### config.mk
export PLATFORM = sky130hd
export DESIGN_NAME = mem_loader
export DESIGN_NICKNAME = d
export VERILOG_FILES = /design/src/rtl/mem_loader_pkg.sv /design/src/rtl/mem_loader_down_counter.sv /design/src/rtl/mem_loader.sv
export SDC_FILE = /design/constraint.sdc
export NUM_CORES = 1
export LEC_CHECK = 0
export CAP_MARGIN = 20
export CELL_PAD_IN_SITES_DETAIL_PLACEMENT = 0
export CELL_PAD_IN_SITES_GLOBAL_PLACEMENT = 2
export CORE_MARGIN = 4
export CORE_UTILIZATION = 22
export DETAILED_ROUTE_END_ITERATION = 7
export GPL_TIMING_DRIVEN = 0
export PLACE_DENSITY = 0.83
export SLEW_MARGIN = 15
export SYNTH_ARGS = -nofsm -noshare
export SYNTH_HDL_FRONTEND = slang
export SYNTH_SLANG_ARGS = --single-unit
### constraint.sdc
create_clock -name clk -period 5.4 [get_ports clk]
set_input_delay 0.81 -clock clk [delete_from_list [all_inputs] [get_ports clk]]
set_output_delay 0.81 -clock clk [all_outputs]
set_load 0.01 [all_outputs]
### src/rtl/mem_loader_pkg.sv
// Shared definitions for the program loader: FSM encoding, address strides and
// the post-load state selection.
package mem_loader_pkg;

    typedef enum logic [2:0] {
        IDLE,
        LOAD,
        WRITE,
        RUN,
        DUMP_RD,
        DUMP_WAIT,
        DUMP_OUT,
        DONE
    } state_e;

    localparam int unsigned IMEM_STRIDE = 4;
    localparam int unsigned DMEM_STRIDE = 8;

    // Phase that follows program load (or a start with nothing to load).
    function automatic state_e after_load(input logic run_nz, input logic dump_nz);
        if (run_nz) begin
            return RUN;
        end else if (dump_nz) begin
            return DUMP_RD;
        end
        return DONE;
    endfunction

endpackage

### src/rtl/mem_loader_down_counter.sv
// Saturating down counter with synchronous load; zero_o flags an empty count.
module down_counter #(
    parameter int unsigned WIDTH = 32
) (
    input  logic             clk_i,
    input  logic             rst_ni,
    input  logic             load_i,
    input  logic [WIDTH-1:0] load_val_i,
    input  logic             en_i,
    output logic             zero_o
);

    logic [WIDTH-1:0] count_q;

    always_ff @(posedge clk_i) begin
        if (!rst_ni) begin
            count_q <= '0;
        end else if (load_i) begin
            count_q <= load_val_i;
        end else if (en_i && (count_q != '0)) begin
            count_q <= count_q - WIDTH'(1);
        end
    end

    assign zero_o = (count_q == '0);

endmodule

### src/rtl/mem_loader.sv
// Loads a program into instruction memory from a stream, runs the CPU for a
// fixed number of cycles, then streams data memory contents out.
module mem_loader
    import mem_loader_pkg::*;
#(
    parameter int unsigned IMEM_DEPTH = 512,
    parameter int unsigned DMEM_DEPTH = 1024
) (
    input  logic        clk,
    input  logic        arst_n,
    input  logic        start,
    input  logic [9:0]  prog_len,
    input  logic [31:0] run_cycles,
    input  logic [10:0] dump_len,
    input  logic        s_valid,
    output logic        s_ready,
    input  logic [31:0] s_data,
    output logic [63:0] addr_ext,
    output logic        wen_ext,
    output logic        ren_ext,
    output logic [31:0] wdata_ext,
    input  logic [31:0] rdata_ext,
    output logic [63:0] addr_ext_2,
    output logic        wen_ext_2,
    output logic        ren_ext_2,
    output logic [63:0] wdata_ext_2,
    input  logic [63:0] rdata_ext_2,
    output logic        m_valid,
    input  logic        m_ready,
    output logic [63:0] m_data,
    output logic        cpu_enable,
    output logic        busy,
    output logic        done
);

    localparam logic [9:0]  IMEM_MAX = 10'(IMEM_DEPTH);
    localparam logic [10:0] DMEM_MAX = 11'(DMEM_DEPTH);

    state_e      state_q, state_d;
    logic [9:0]  plen_q, plen_d, widx_q, widx_d;
    logic [10:0] dlen_q, dlen_d, didx_q, didx_d;
    logic [31:0] run_q, run_d;
    logic [31:0] wdata_q, wdata_d;
    logic [63:0] mdata_q, mdata_d;
    logic [63:0] addr_q, addr2_q;
    logic        s_ready_q, wen_q, ren2_q, m_valid_q, cpu_q, busy_q, done_q;
    logic        cnt_load, cnt_zero;
    logic        unused_rdata;

    assign unused_rdata = ^rdata_ext;

    always_comb begin
        state_d  = state_q;
        plen_d   = plen_q;
        run_d    = run_q;
        dlen_d   = dlen_q;
        widx_d   = widx_q;
        didx_d   = didx_q;
        wdata_d  = wdata_q;
        mdata_d  = mdata_q;
        unique case (state_q)
            IDLE, DONE: begin
                if (start) begin
                    plen_d = (32'(prog_len) > IMEM_DEPTH) ? IMEM_MAX : prog_len;
                    run_d  = run_cycles;
                    dlen_d = (32'(dump_len) > DMEM_DEPTH) ? DMEM_MAX : dump_len;
                    widx_d = '0;
                    didx_d = '0;
                    state_d = (plen_d != '0) ? LOAD
                                             : after_load(run_d != '0, dlen_d != '0);
                end
            end
            LOAD: begin
                if (s_valid && s_ready_q) begin
                    wdata_d = s_data;
                    state_d = WRITE;
                end
            end
            WRITE: begin
                widx_d  = widx_q + 10'd1;
                state_d = (widx_d < plen_q) ? LOAD
                                            : after_load(run_q != '0, dlen_q != '0);
            end
            RUN: begin
                if (cnt_zero) begin
                    state_d = (dlen_q != '0) ? DUMP_RD : DONE;
                end
            end
            DUMP_RD: state_d = DUMP_WAIT;
            DUMP_WAIT: begin
                mdata_d = rdata_ext_2;
                state_d = DUMP_OUT;
            end
            DUMP_OUT: begin
                if (m_ready && m_valid_q) begin
                    didx_d  = didx_q + 11'd1;
                    state_d = (didx_d < dlen_q) ? DUMP_RD : DONE;
                end
            end
            default: state_d = IDLE;
        endcase
    end

    // Preloading run-1 lets the counter reach zero on the last enabled cycle,
    // so a full 32-bit run length needs no extra counter bit.
    assign cnt_load = (state_d == RUN) && (state_q != RUN);

    down_counter #(.WIDTH(32)) u_run_cnt (
        .clk_i      (clk),
        .rst_ni     (arst_n),
        .load_i     (cnt_load),
        .load_val_i (run_d - 32'd1),
        .en_i       (state_q == RUN),
        .zero_o     (cnt_zero)
    );

    always_ff @(posedge clk) begin
        if (!arst_n) begin
            state_q   <= IDLE;
            plen_q    <= '0;
            run_q     <= '0;
            dlen_q    <= '0;
            widx_q    <= '0;
            didx_q    <= '0;
            wdata_q   <= '0;
            mdata_q   <= '0;
            addr_q    <= '0;
            addr2_q   <= '0;
            s_ready_q <= 1'b0;
            wen_q     <= 1'b0;
            ren2_q    <= 1'b0;
            m_valid_q <= 1'b0;
            cpu_q     <= 1'b0;
            busy_q    <= 1'b0;
            done_q    <= 1'b0;
        end else begin
            state_q   <= state_d;
            plen_q    <= plen_d;
            run_q     <= run_d;
            dlen_q    <= dlen_d;
            widx_q    <= widx_d;
            didx_q    <= didx_d;
            wdata_q   <= wdata_d;
            mdata_q   <= mdata_d;
            // Addresses only move when used, keeping them inside the memories.
            if (state_d == WRITE) begin
                addr_q <= 64'(widx_d) * 64'(IMEM_STRIDE);
            end
            if (state_d == DUMP_RD) begin
                addr2_q <= 64'(didx_d) * 64'(DMEM_STRIDE);
            end
            s_ready_q <= (state_d == LOAD);
            wen_q     <= (state_d == WRITE);
            ren2_q    <= (state_d == DUMP_RD);
            m_valid_q <= (state_d == DUMP_OUT);
            cpu_q     <= (state_d == RUN);
            busy_q    <= (state_d != IDLE) && (state_d != DONE);
            done_q    <= (state_d == DONE);
        end
    end

    assign s_ready     = s_ready_q;
    assign addr_ext    = addr_q;
    assign wen_ext     = wen_q;
    assign ren_ext     = 1'b0;
    assign wdata_ext   = wdata_q;
    assign addr_ext_2  = addr2_q;
    assign wen_ext_2   = 1'b0;
    assign ren_ext_2   = ren2_q;
    assign wdata_ext_2 = '0;
    assign m_valid     = m_valid_q;
    assign m_data      = mdata_q;
    assign cpu_enable  = cpu_q;
    assign busy        = busy_q;
    assign done        = done_q;

endmodule

==> qor.csv, run 1 <==
metric;value;unit
placed instance area;0.01669;sq mm
Compound-Gate Fraction of Synth Area;0.1565;
r2r worst-path depth;21;
Post-synth EDFFs;0;
Antenna Violating Nets Remaining;0;
Placer Congestion;0.8495;
routed length per instance;17.00;microns
Via density;4.327;
CTS max path bufs;3;
Data required, critical path;5.89;ns
FF-to-FF setup slack;0.19;ns
clk_skew;0.03011;ns
Die ar.;0.05998;sq mm
CTS root buffer;clkbuf_16;
mean post-synth cell area;7.814;sq um
CP startpoint kind;input port;
Hold Crit Depth;2;
combinational share of power;0.451;
Pre-antenna DRT Iters;5;
count leader, synth;nand2_1;
NetSw;3119;uW
WHS Endpoint;m_data[31]$_SDFFE_PN0P_;
switching part of the total;0.4009;
peak supply drop;239.1;uV
power per cell area;424.7;mW/mm^2
All-Layer GR Usage;0.1503;
Final Critical Period;5.237;ns
Unique masters post-synth;71;
vias in the first global route;11950;
DPL Wire Length;37280;microns
Highest Clock Rate;191.0;MHz
die span in y;244.9;microns
Final Net Count;2289;
reg2reg start;u_run_cnt.count_q[2]$_SDFFE_PN0P_;
Pwr Total;7780;uW
clock sink count;233;
total grt overflow;0;
wl on met1;19830;microns
adder-cell area share of the yosys netlist;0.02229;
Clk network pwr share;0.276;
Slew Viols, Final;0;
critical path class;input port to flip-flop;
Min-Delay Path Class;flip-flop to flip-flop;
largest net degree at the start of global routing;20;
placement row count;86;
Initial Util;0.2232;
mux cell area share after synthesis;0.03709;
Max-slew headroom;0.3070;
critical path data arrival time;5.73;ns
I/O Buffers;275;
Synth area leader;dfxtp_1;
post-synthesis xor/xnor area fraction;0.01773;
YS warnings;0;
final cell count without fillers;2850;
Final Cycle Share;0.9698;
worst-path fanout max;7;
Hold Violations, Final;0;
Inserted Clock Buffers;30;
hold slack;0.4509;ns
Pint;4661;uW
synth cell count leaders;282 x nand2_1, 233 x dfxtp_1, 187 x a21oi_1;
number of max-cap violations;0;
Worst-Margin Slew;1.033;ns
Sequential Power Share;0.273;
largest family of logic cells by synthesized area;simple AND/OR/NAND/NOR gates;
design area;0.01832;sq mm
outcome;complete, no violations;
n_diodes;0;
top_reg_cell synth;dfxtp_1;
Simple-Gate Fraction of Synth Area;0.2454;
Synth Cell Area;0.01235;sq mm
Hold Startpoint;m_data[31]$_SDFFE_PN0P_;
Mapped Cells;1580;
final setup violating endpoints;0;
Reg clk slew, reported paths;0.06;ns
Worst Setup End Kind;flip-flop;
Die X;244.9;microns
WL met2;24380;microns
Initial DRC Count;716;
clk_lat worst skew;0.58;ns
core footprint;0.05531;sq mm
Post-synth ARST share;0;
fraction of layout cells with a size suffix above 1;0.1646;
I/O pin count;483;
Max Used Layer;met5;
placed insts;2775;
Synth Register Bits;233;
Leak;0.007266;uW
post-synthesis sequential area ratio;0.3778;
met3 wire len;2636;microns
DRC errors left;0;
Synth area leaders;dfxtp_1 38%, buf_4 11%, nand2_1 8.6%;
Layout area overhead;48.38;%
htree depth;1;
share of the synthesized area in the top cell type;0.3778;
global-route wire length before repair;71180;microns
CTS tree;yes;
via count;12330;
Routed WL;48450;microns
worst r2r dst;u_run_cnt.count_q[30]$_SDFFE_PN0P_;
fillcell total;5881;
initial antenna violation count;2;
[power by group through the flow]
| stage | clock (uW) | combinational, uW | sequential, uW |
|---|---|---|---|
| after global placement | 0 | 2970 | 2130 |
| after CTS | 2220 | 3240 | 2100 |
| after detailed placement | 0 | 2990 | 2140 |
| after global routing | 2280 | 3790 | 2140 |
| final | 2150 | 3510 | 2120 |
| after floorplan | 0 | 2060 | 2100 |
[flip-flops by register name, indices dropped and copies added, names as in the netlist, 3 cells and up]
name and flops:
m_data 64, run_q 32, u_run_cnt.count_q 32, wdata_ext 32
addr_ext_2 11, didx_q 11, dlen_q 11, addr_ext 10
plen_q 10, widx_q 10, state_q 3
[critical path, cell delays in order]
cell             delay, ns
clkdlybuf4s50_1       0.51
nor4_2                0.51
nand3_1               0.39
a31oi_2               0.38
a31oi_1               0.15
nor4_2                0.29
nand2_1               0.19
buf_6                 0.17
nand3_4               0.10
buf_12                0.14
nor2_1                0.05
a21oi_2               0.15
ha_2                  0.23
buf_8                 0.13
o221ai_4              0.14
nor4_4                0.16
buf_4                 0.17
and4_4                0.25
a41oi_4               0.16
or3_1                 0.36
a311oi_2              0.27
[placed cells by master (no fill, tap or decap), types with 35 or more instances in the layout]
master	synthesis	routed
nand3_1	39	35
clkdlybuf4s50_1	0	275
nor2_1	124	116
nand2_1	282	282
buf_4	174	196
dfxtp_1	233	226
a21oi_1	187	186
mux2i_1	39	39
conb_1	1	173
clkbuf_1	61	61
o21ai_0	39	39
[cell type report]
cell class / instances / area [sq um] / share of cell area
flip-flops and latches: 233 / 4681 / 0.2555
repair buffers: 299 / 2948 / 0.1609
inverters: 29 / 108.9 / 0.005942
clock buffers: 38 / 842.1 / 0.04596
clock inverters: 15 / 205.2 / 0.01120
well taps: 748 / 935.9 / 0.05109
plain buffers: 253 / 1690 / 0.09227
multi-input cells: 1235 / 6909 / 0.3771
[stage by stage]
step	setup TNS, ns	setup WS [ns]	utilization
after global routing	-0.03143	-0.02798	0.3312
after floorplan	0	0.05966	-
after global placement	-16.22	-1.905	0.3017
final	0	0.1631	0.3312
after detailed placement	-15.36	-1.867	0.3018
after CTS	0	0.05493	0.3258
[cell families after synthesis]
family / Yosys count
adders and majority gates: 22
DFF: 233
xor gates and xnor gates: 25
muxes: 45
and+or+nand+nor: 636
AOI/OAI and AO/OA: 334
buffers and inverters: 284
other: 1
[what timing repair did]
item | in CTS | in global routing
endpoints found under the hold margin | 0 | 0
endpoints found under the setup margin | 12 | 7
hold buffers | 0 | 0
resized for setup | 50 | 30
pin swaps | 8 | 13
gates cloned | 0 | 1
setup buffers | 8 | 14
[worst max path at each step]
stage | depth (start not counted) | to | from
after floorplan | 25 | u_run_cnt.count_q[30]$_SDFFE_PN0P_ | didx_q[0]$_SDFF_PN0_
after global placement | 19 | u_run_cnt.count_q[30]$_SDFFE_PN0P_ | run_cycles[25]
after detailed placement | 18 | u_run_cnt.count_q[30]$_SDFFE_PN0P_ | start
after CTS | 27 | u_run_cnt.count_q[30]$_SDFFE_PN0P_ | widx_q[0]$_SDFF_PN0_
after global routing | 25 | u_run_cnt.count_q[30]$_SDFFE_PN0P_ | didx_q[3]$_SDFF_PN0_
final | 21 | u_run_cnt.count_q[30]$_SDFFE_PN0P_ | run_cycles[15]
[routing by layer]
metal / vias up / GRT usage
li1: 6097 / -
met1: 5764 / 0.1829
met2: 376 / 0.2679
met3: 90 / 0.02720
met4: 4 / 0.04934
met5: - / 0
No activity file was read; power rests on OpenSTA's default activity.
==> inputs of run 2 (changes only) <==
- PLACE_DENSITY: 0.83 -> unset
- PLACE_DENSITY_LB_ADDON: unset -> 0.1
==> run 2 against run 1 <==
- worst hold slack improved by 0.00068 ns
- global-route usage rose by 2.0 points
- total power rose by 2.5%
- combinational power is 3% higher
- clock-buffer cell count grew 8
- critical path depth increased by 6
- die area is the same
- sequential power barely moved
- largest power group unchanged
==> qor.csv, run 2 (synthesis results as in run 1) <==
metric;value;unit;change
I/O pin count;483;;unchanged
CP startpoint kind;flip-flop;;
DPL Wire Length;41920;microns;+12%
max reg flops;64;;unchanged
initial antenna violation count;7;;+5
CTS tree;yes;;
via count;12210;;-0.98%
outcome;complete, no violations;;
NetSw;3238;uW;+3.8%
global-route wire length before repair;77700;microns;+9.2%
Max stage delay on crit path;0.39;ns;-0.12 ns
critical path data arrival time;5.59;ns;-0.14 ns
Slew Viols, Final;0;;unchanged
CTS max path bufs;3;;unchanged
Reg clk slew, reported paths;0.06;ns;about the same
Final Critical Period;5.144;ns;-0.09337 ns
vias in the first global route;12170;;+1.8%
Data required, critical path;5.85;ns;-0.04 ns
final setup violating endpoints;0;;unchanged
Hold Violations, Final;0;;unchanged
clk_lat worst skew;0.55;ns;-0.03 ns
Min-Delay Path Class;flip-flop to flip-flop;;
Max-slew headroom;0.3620;;+0.05501
clock sink count;233;;unchanged
clk_skew;0.02125;ns;-0.008856 ns
Worst-Margin Slew;0.9569;ns;-0.07559 ns
Initial Util;0.2232;;unchanged
Final Net Count;2298;;+0.39%
worst-path fanout max;8;;+1
Initial DRC Count;644;;-10%
Pre-antenna DRT Iters;5;;unchanged
placed instance area;0.01672;sq mm;+0.16%
I/O Buffers;275;;unchanged
most frequent cells in the layout;282 x nand2_1, 275 x clkdlybuf4s50_1, 226 x dfxtp_1, 202 x buf_4, 186 x a21oi_1;;
fraction of layout cells with a size suffix above 1;0.1667;;+0.002062
Via density;4.266;;-1.4%
CTS hold repair buffers;0;;unchanged
commonest non-fill, non-tap cell in the layout;nand2_1;;
die span in y;244.9;microns;unchanged
Clk network pwr share;0.281;;+0.005
Worst Setup End Kind;flip-flop;;
largest net degree at the start of global routing;20;;unchanged
Die X;244.9;microns;unchanged
core footprint;0.05531;sq mm;unchanged
number of max-cap violations;0;;unchanged
htree depth;2;;+1
Highest Clock Rate;194.4;MHz;+1.8%
combinational share of power;0.454;;+0.003
hold slack;0.4515;ns;+0.0006840 ns
critical path class;flip-flop to flip-flop;;
peak supply drop;195.2;uV;-18%
CTS root buffer;clkbuf_16;;
Pint;4737;uW;+1.6%
Final Cycle Share;0.9525;;-0.01729
routed length per instance;18.69;microns;+10%
Leak;0.007310;uW;+0.60%
Antenna Violating Nets Remaining;0;;unchanged
Sequential Power Share;0.265;;-0.008
Layout area overhead;48.65;%;
total grt overflow;0;;unchanged
Die ar.;0.05998;sq mm;unchanged
design area;0.01835;sq mm;+0.18%
Placer Congestion;0.8071;;-5.0%
placement row count;86;;unchanged
DRC errors left;0;;unchanged
power per cell area;434.5;mW/mm^2;+2.3%
unrepaired setup endpoints after global routing;true;;
switching part of the total;0.4060;;+0.005042
Inserted Clock Buffers;34;;+13%
Routed WL;53500;microns;+10%
All-Layer GR Usage;0.1704;;+0.02005
Worst path slowest cell;dfxtp_4;;
run 2: worst paths after layout:
check                             from                                 end  slack (ns)  cells after the start
max reg2reg       widx_q[0]$_SDFF_PN0_  u_run_cnt.count_q[30]$_SDFFE_PN0P_        0.26                     27
min          wdata_ext[0]$_SDFFE_PN0P_           wdata_ext[0]$_SDFFE_PN0P_        0.45                      2
max               widx_q[0]$_SDFF_PN0_  u_run_cnt.count_q[30]$_SDFFE_PN0P_        0.26                     27
min reg2reg  wdata_ext[0]$_SDFFE_PN0P_           wdata_ext[0]$_SDFFE_PN0P_        0.45                      2
run 2: area by class of cell:
class / count / area [sq um]
diodes: 2 / 5.005
plain buffers: 253 / 1687
clock buffers: 46 / 965.9
clock inverters: 12 / 135.1
fillers: 5923 / 36950
inverters: 29 / 108.9
multi-input cells: 1235 / 6870
flip-flops and latches: 233 / 4678
well taps: 748 / 935.9
repair buffers: 304 / 2968
run 2: critical path, delay by kind of cell, from the launching register on:
kind / cells / cell delay (ns)
simple gates: 15 / 2.59
compound gates: 6 / 0.97
fa+ha+maj: 2 / 0.51
buf+inv: 3 / 0.42
flops: 1 / 0.39
xor+xnor: 1 / 0.17
run 2: stage by stage:
step	cells	total power, uW	setup WS [ns]	TNS, ns	utilization
finish	2862	7975	0.2565	0	0.3318
global route	2862	8467	-0.05537	-0.1613	0.3318
CTS	2843	7734	0.006485	0	0.3265
detailed placement	2778	5241	-2.177	-20.53	0.3022
global placement	2775	5224	-2.254	-21.73	0.3017
floorplan	1752	4157	0.05966	0	-
run 2: timing repair:
| item | in CTS | in global routing |
|---|---|---|
| endpoints found under the hold margin | 0 | 0 |
| gates resized for setup | 41 | 33 |
| buffers inserted | 9 | 17 |
| pin swaps | 10 | 14 |
| gates cloned | 0 | 0 |
| setup endpoints to repair | 15 | 8 |
run 2: layer usage:
layer / GRT usage / part of all wire / vias up / wire (microns)
met4: 0.04279 / 0.023 / 8 / 1205
met2: 0.3097 / 0.52 / 325 / 27570
met1: 0.2019 / 0.41 / 5676 / 21850
met3: 0.03998 / 0.053 / 76 / 2828
li1: - / - / 6125 / -
met5: 0 / 0.00090 / - / 48
run 2: power by group through the flow:
stage / registers (uW) / clock network (uW) / logic (uW)
finish: 2110 / 2240 / 3620
CTS: 2100 / 2320 / 3310
global route: 2140 / 2390 / 3940
detailed placement: 2140 / 0 / 3110
floorplan: 2100 / 0 / 2060
global placement: 2130 / 0 / 3090
==> inputs of run 3 (changes only) <==
- CORE_UTILIZATION: 22 -> 24
- clock period: 5.4 -> 5.35 ns (I/O delays scaled with it)
==> run 3 against run 2 <==
- clock-buffer cell count is 2 lower
- global-route usage is 0.53 points higher
- flip-flop and latch count stayed put
- sequential share of layout area hardly changed
- die area is 8.1% lower
- first-iteration DRC count is 8.5% higher
- fmax is 2.3% lower
- register-to-register slack worse by 0.17 ns
- worst hold slack better by 0.00089 ns
- critical path type unchanged
- critical endpoint unchanged
- largest power group unchanged
==> qor.csv, run 3 (synthesis results as in run 1) <==
metric;value;unit;change
Inserted Clock Buffers;31;;-8.8%
Final Cycle Share;0.9837;;+0.03117
hold slack;0.4524;ns;+0.0008940 ns
Pwr Total;7955;uW;-0.25%
Via density;4.391;;+2.9%
Hold Violations, Final;0;;unchanged
peak supply drop;228.7;uV;+17%
Highest Clock Rate;190.0;MHz;-2.3%
initial antenna violation count;5;;-2
CTS tree;yes;;
htree depth;1;;-1
critical path data arrival time;5.74;ns;+0.15 ns
global-route wire length before repair;75600;microns;-2.7%
unrepaired setup endpoints after global routing;true;;
routed length per instance;18.37;microns;-1.7%
All-Layer GR Usage;0.1757;;+0.005291
CTS max path bufs;3;;unchanged
Worst Setup End Kind;flip-flop;;
Leak;0.007324;uW;+0.20%
Pre-antenna DRT Iters;5;;unchanged
most frequent cells in the layout;282 x nand2_1, 275 x clkdlybuf4s50_1, 225 x dfxtp_1, 207 x buf_4, 185 x a21oi_1;;
worst-path fanout max;7;;-1
Antenna Violating Nets Remaining;0;;unchanged
crit-path leading delay family;simple AND/OR/NAND/NOR gates;;
die span in y;234.8;microns;-4.1%
Placer Congestion;0.8428;;+4.4%
clock sink count;233;;unchanged
I/O Buffers;275;;unchanged
logic depth of the worst path, buffers included;26;;-3.7%
Initial Util;0.2446;;+0.02136
FF-to-FF setup slack;0.09;ns;-0.17 ns
Final Critical Period;5.263;ns;+0.1191 ns
Routed WL;51280;microns;-4.2%
Worst-Margin Slew;0.9964;ns;+0.03944 ns
total grt overflow;0;;unchanged
Layout area overhead;48.58;%;about the same
core footprint;0.05048;sq mm;-8.7%
final setup violating endpoints;0;;unchanged
DRC errors left;0;;unchanged
Min-Delay Path Class;flip-flop to flip-flop;;
Final Net Count;2301;;+0.13%
Max-slew headroom;0.3333;;-0.02875
via count;12260;;+0.38%
fraction of layout cells with a size suffix above 1;0.1706;;+0.003938
Slew Viols, Final;0;;unchanged
Max stage delay on crit path;0.41;ns;+0.02 ns
r2r worst-path depth;26;;-3.7%
Initial DRC Count;699;;+8.5%
outcome;complete, no violations;;
clk_lat worst skew;0.57;ns;+0.02 ns
CP startpoint kind;flip-flop;;
clk_skew;0.01716;ns;-0.004086 ns
DPL Wire Length;40120;microns;-4.3%
Hold Crit Depth;2;;unchanged
placement row count;82;;-4.7%
Data required, critical path;5.83;ns;-0.02 ns
commonest non-fill, non-tap cell in the layout;nand2_1;;
Reg clk slew, reported paths;0.06;ns;about the same
Die X;234.8;microns;-4.1%
power per cell area;433.6;mW/mm^2;-0.20%
number of max-cap violations;0;;unchanged
critical path class;flip-flop to flip-flop;;
vias in the first global route;11710;;-3.8%
max reg flops;64;;unchanged
I/O pin count;483;;unchanged
Buf+Inv Stages, Crit Path;2;;-1
Worst path slowest cell;a221o_1;;
largest net degree at the start of global routing;20;;unchanged
CTS root buffer;clkbuf_16;;
Die ar.;0.05514;sq mm;-8.1%
[run 3: cell types whose count changed in the layout (fill, tap and decap cells not counted), moves of 3 or more]
cell / change
nor2_4: +3
nand3_2: -3
buf_4: +5
clkbuf_8: +4
clkbuf_16: -3
clkinvlp_4: +3
[run 3: worst paths after layout]
kind / start / endpoint
setup / recovery: didx_q[1]$_SDFF_PN0_ / u_run_cnt.count_q[30]$_SDFFE_PN0P_
hold / removal: m_data[31]$_SDFFE_PN0P_ / m_data[31]$_SDFFE_PN0P_
setup reg to reg: didx_q[1]$_SDFF_PN0_ / u_run_cnt.count_q[30]$_SDFFE_PN0P_
hold reg to reg: m_data[31]$_SDFFE_PN0P_ / m_data[31]$_SDFFE_PN0P_
[run 3: through the flow]
| stage | area, sq um | utilization | worst slack, ns | setup TNS (ns) | instances |
|---|---|---|---|---|---|
| 4_1_cts | 17970 | 0.3560 | -0.09370 | -0.09370 | 2765 |
| 2_1_floorplan | 13000 | - | 0.009657 | 0 | 1752 |
| 6_report | 18350 | 0.3634 | 0.08734 | 0 | 2791 |
| 3_5_place_dp | 16620 | 0.3292 | -2.123 | -19.48 | 2702 |
| 3_3_place_gp | 16590 | 0.3287 | -2.260 | -21.59 | 2699 |
| 5_1_grt | 18350 | 0.3634 | -0.1120 | -0.2131 | 2791 |
[run 3: worst register-to-register path, cell delays in order, from the launching register on]
cell and delay, ns:
dfxtp_2 0.38, ha_4 0.18, nand3_4 0.09, nor2_4 0.16, and3_4 0.20, and3_4 0.19, xor2_2 0.18, ha_1 0.28
nand4_1 0.11, nor2_1 0.05, a221o_1 0.41, a31oi_2 0.27, a31oi_4 0.15, buf_8 0.17, nand3_4 0.12, buf_12 0.14
nor2_4 0.04, a21oi_2 0.15, ha_2 0.21, nand3b_1 0.22, nor2_4 0.20, and3_4 0.24, nand3_4 0.11, a31oi_4 0.21
a41oi_2 0.09, or3_1 0.37, a311oi_2 0.25
[run 3: power breakdown]
part / switching, uW / internal (uW)
combinational: 2130 / 1470
clock: 840 / 1390
sequential: 193 / 1940
[run 3: timing repair]
item                       4_1_cts  5_1_grt
gates resized for setup         45       40
hold buffers                     0        0
setup endpoints to repair       15        8
pin swaps                        9       26
buffers inserted                 8       23
[run 3: routing by layer]
| layer | vias up | GRT usage | wire, microns |
|---|---|---|---|
| met5 | - | 0 | 23 |
| met4 | 4 | 0.05711 | 1738 |
| met3 | 73 | 0.03612 | 2782 |
| met2 | 340 | 0.3134 | 26010 |
| met1 | 5709 | 0.2111 | 20730 |
| li1 | 6130 | - | - |
[run 3: area by class of cell]
cell class	instances	area [sq um]
fill	5364	32130
multi-input combinational	1235	6898
sequential	233	4682
timing repair buffer	310	3010
buffer	253	1699
clock buffer	44	924.6
tap	672	840.8
clock inverter	12	173.9
inverter	29	108.9
antenna	3	7.507
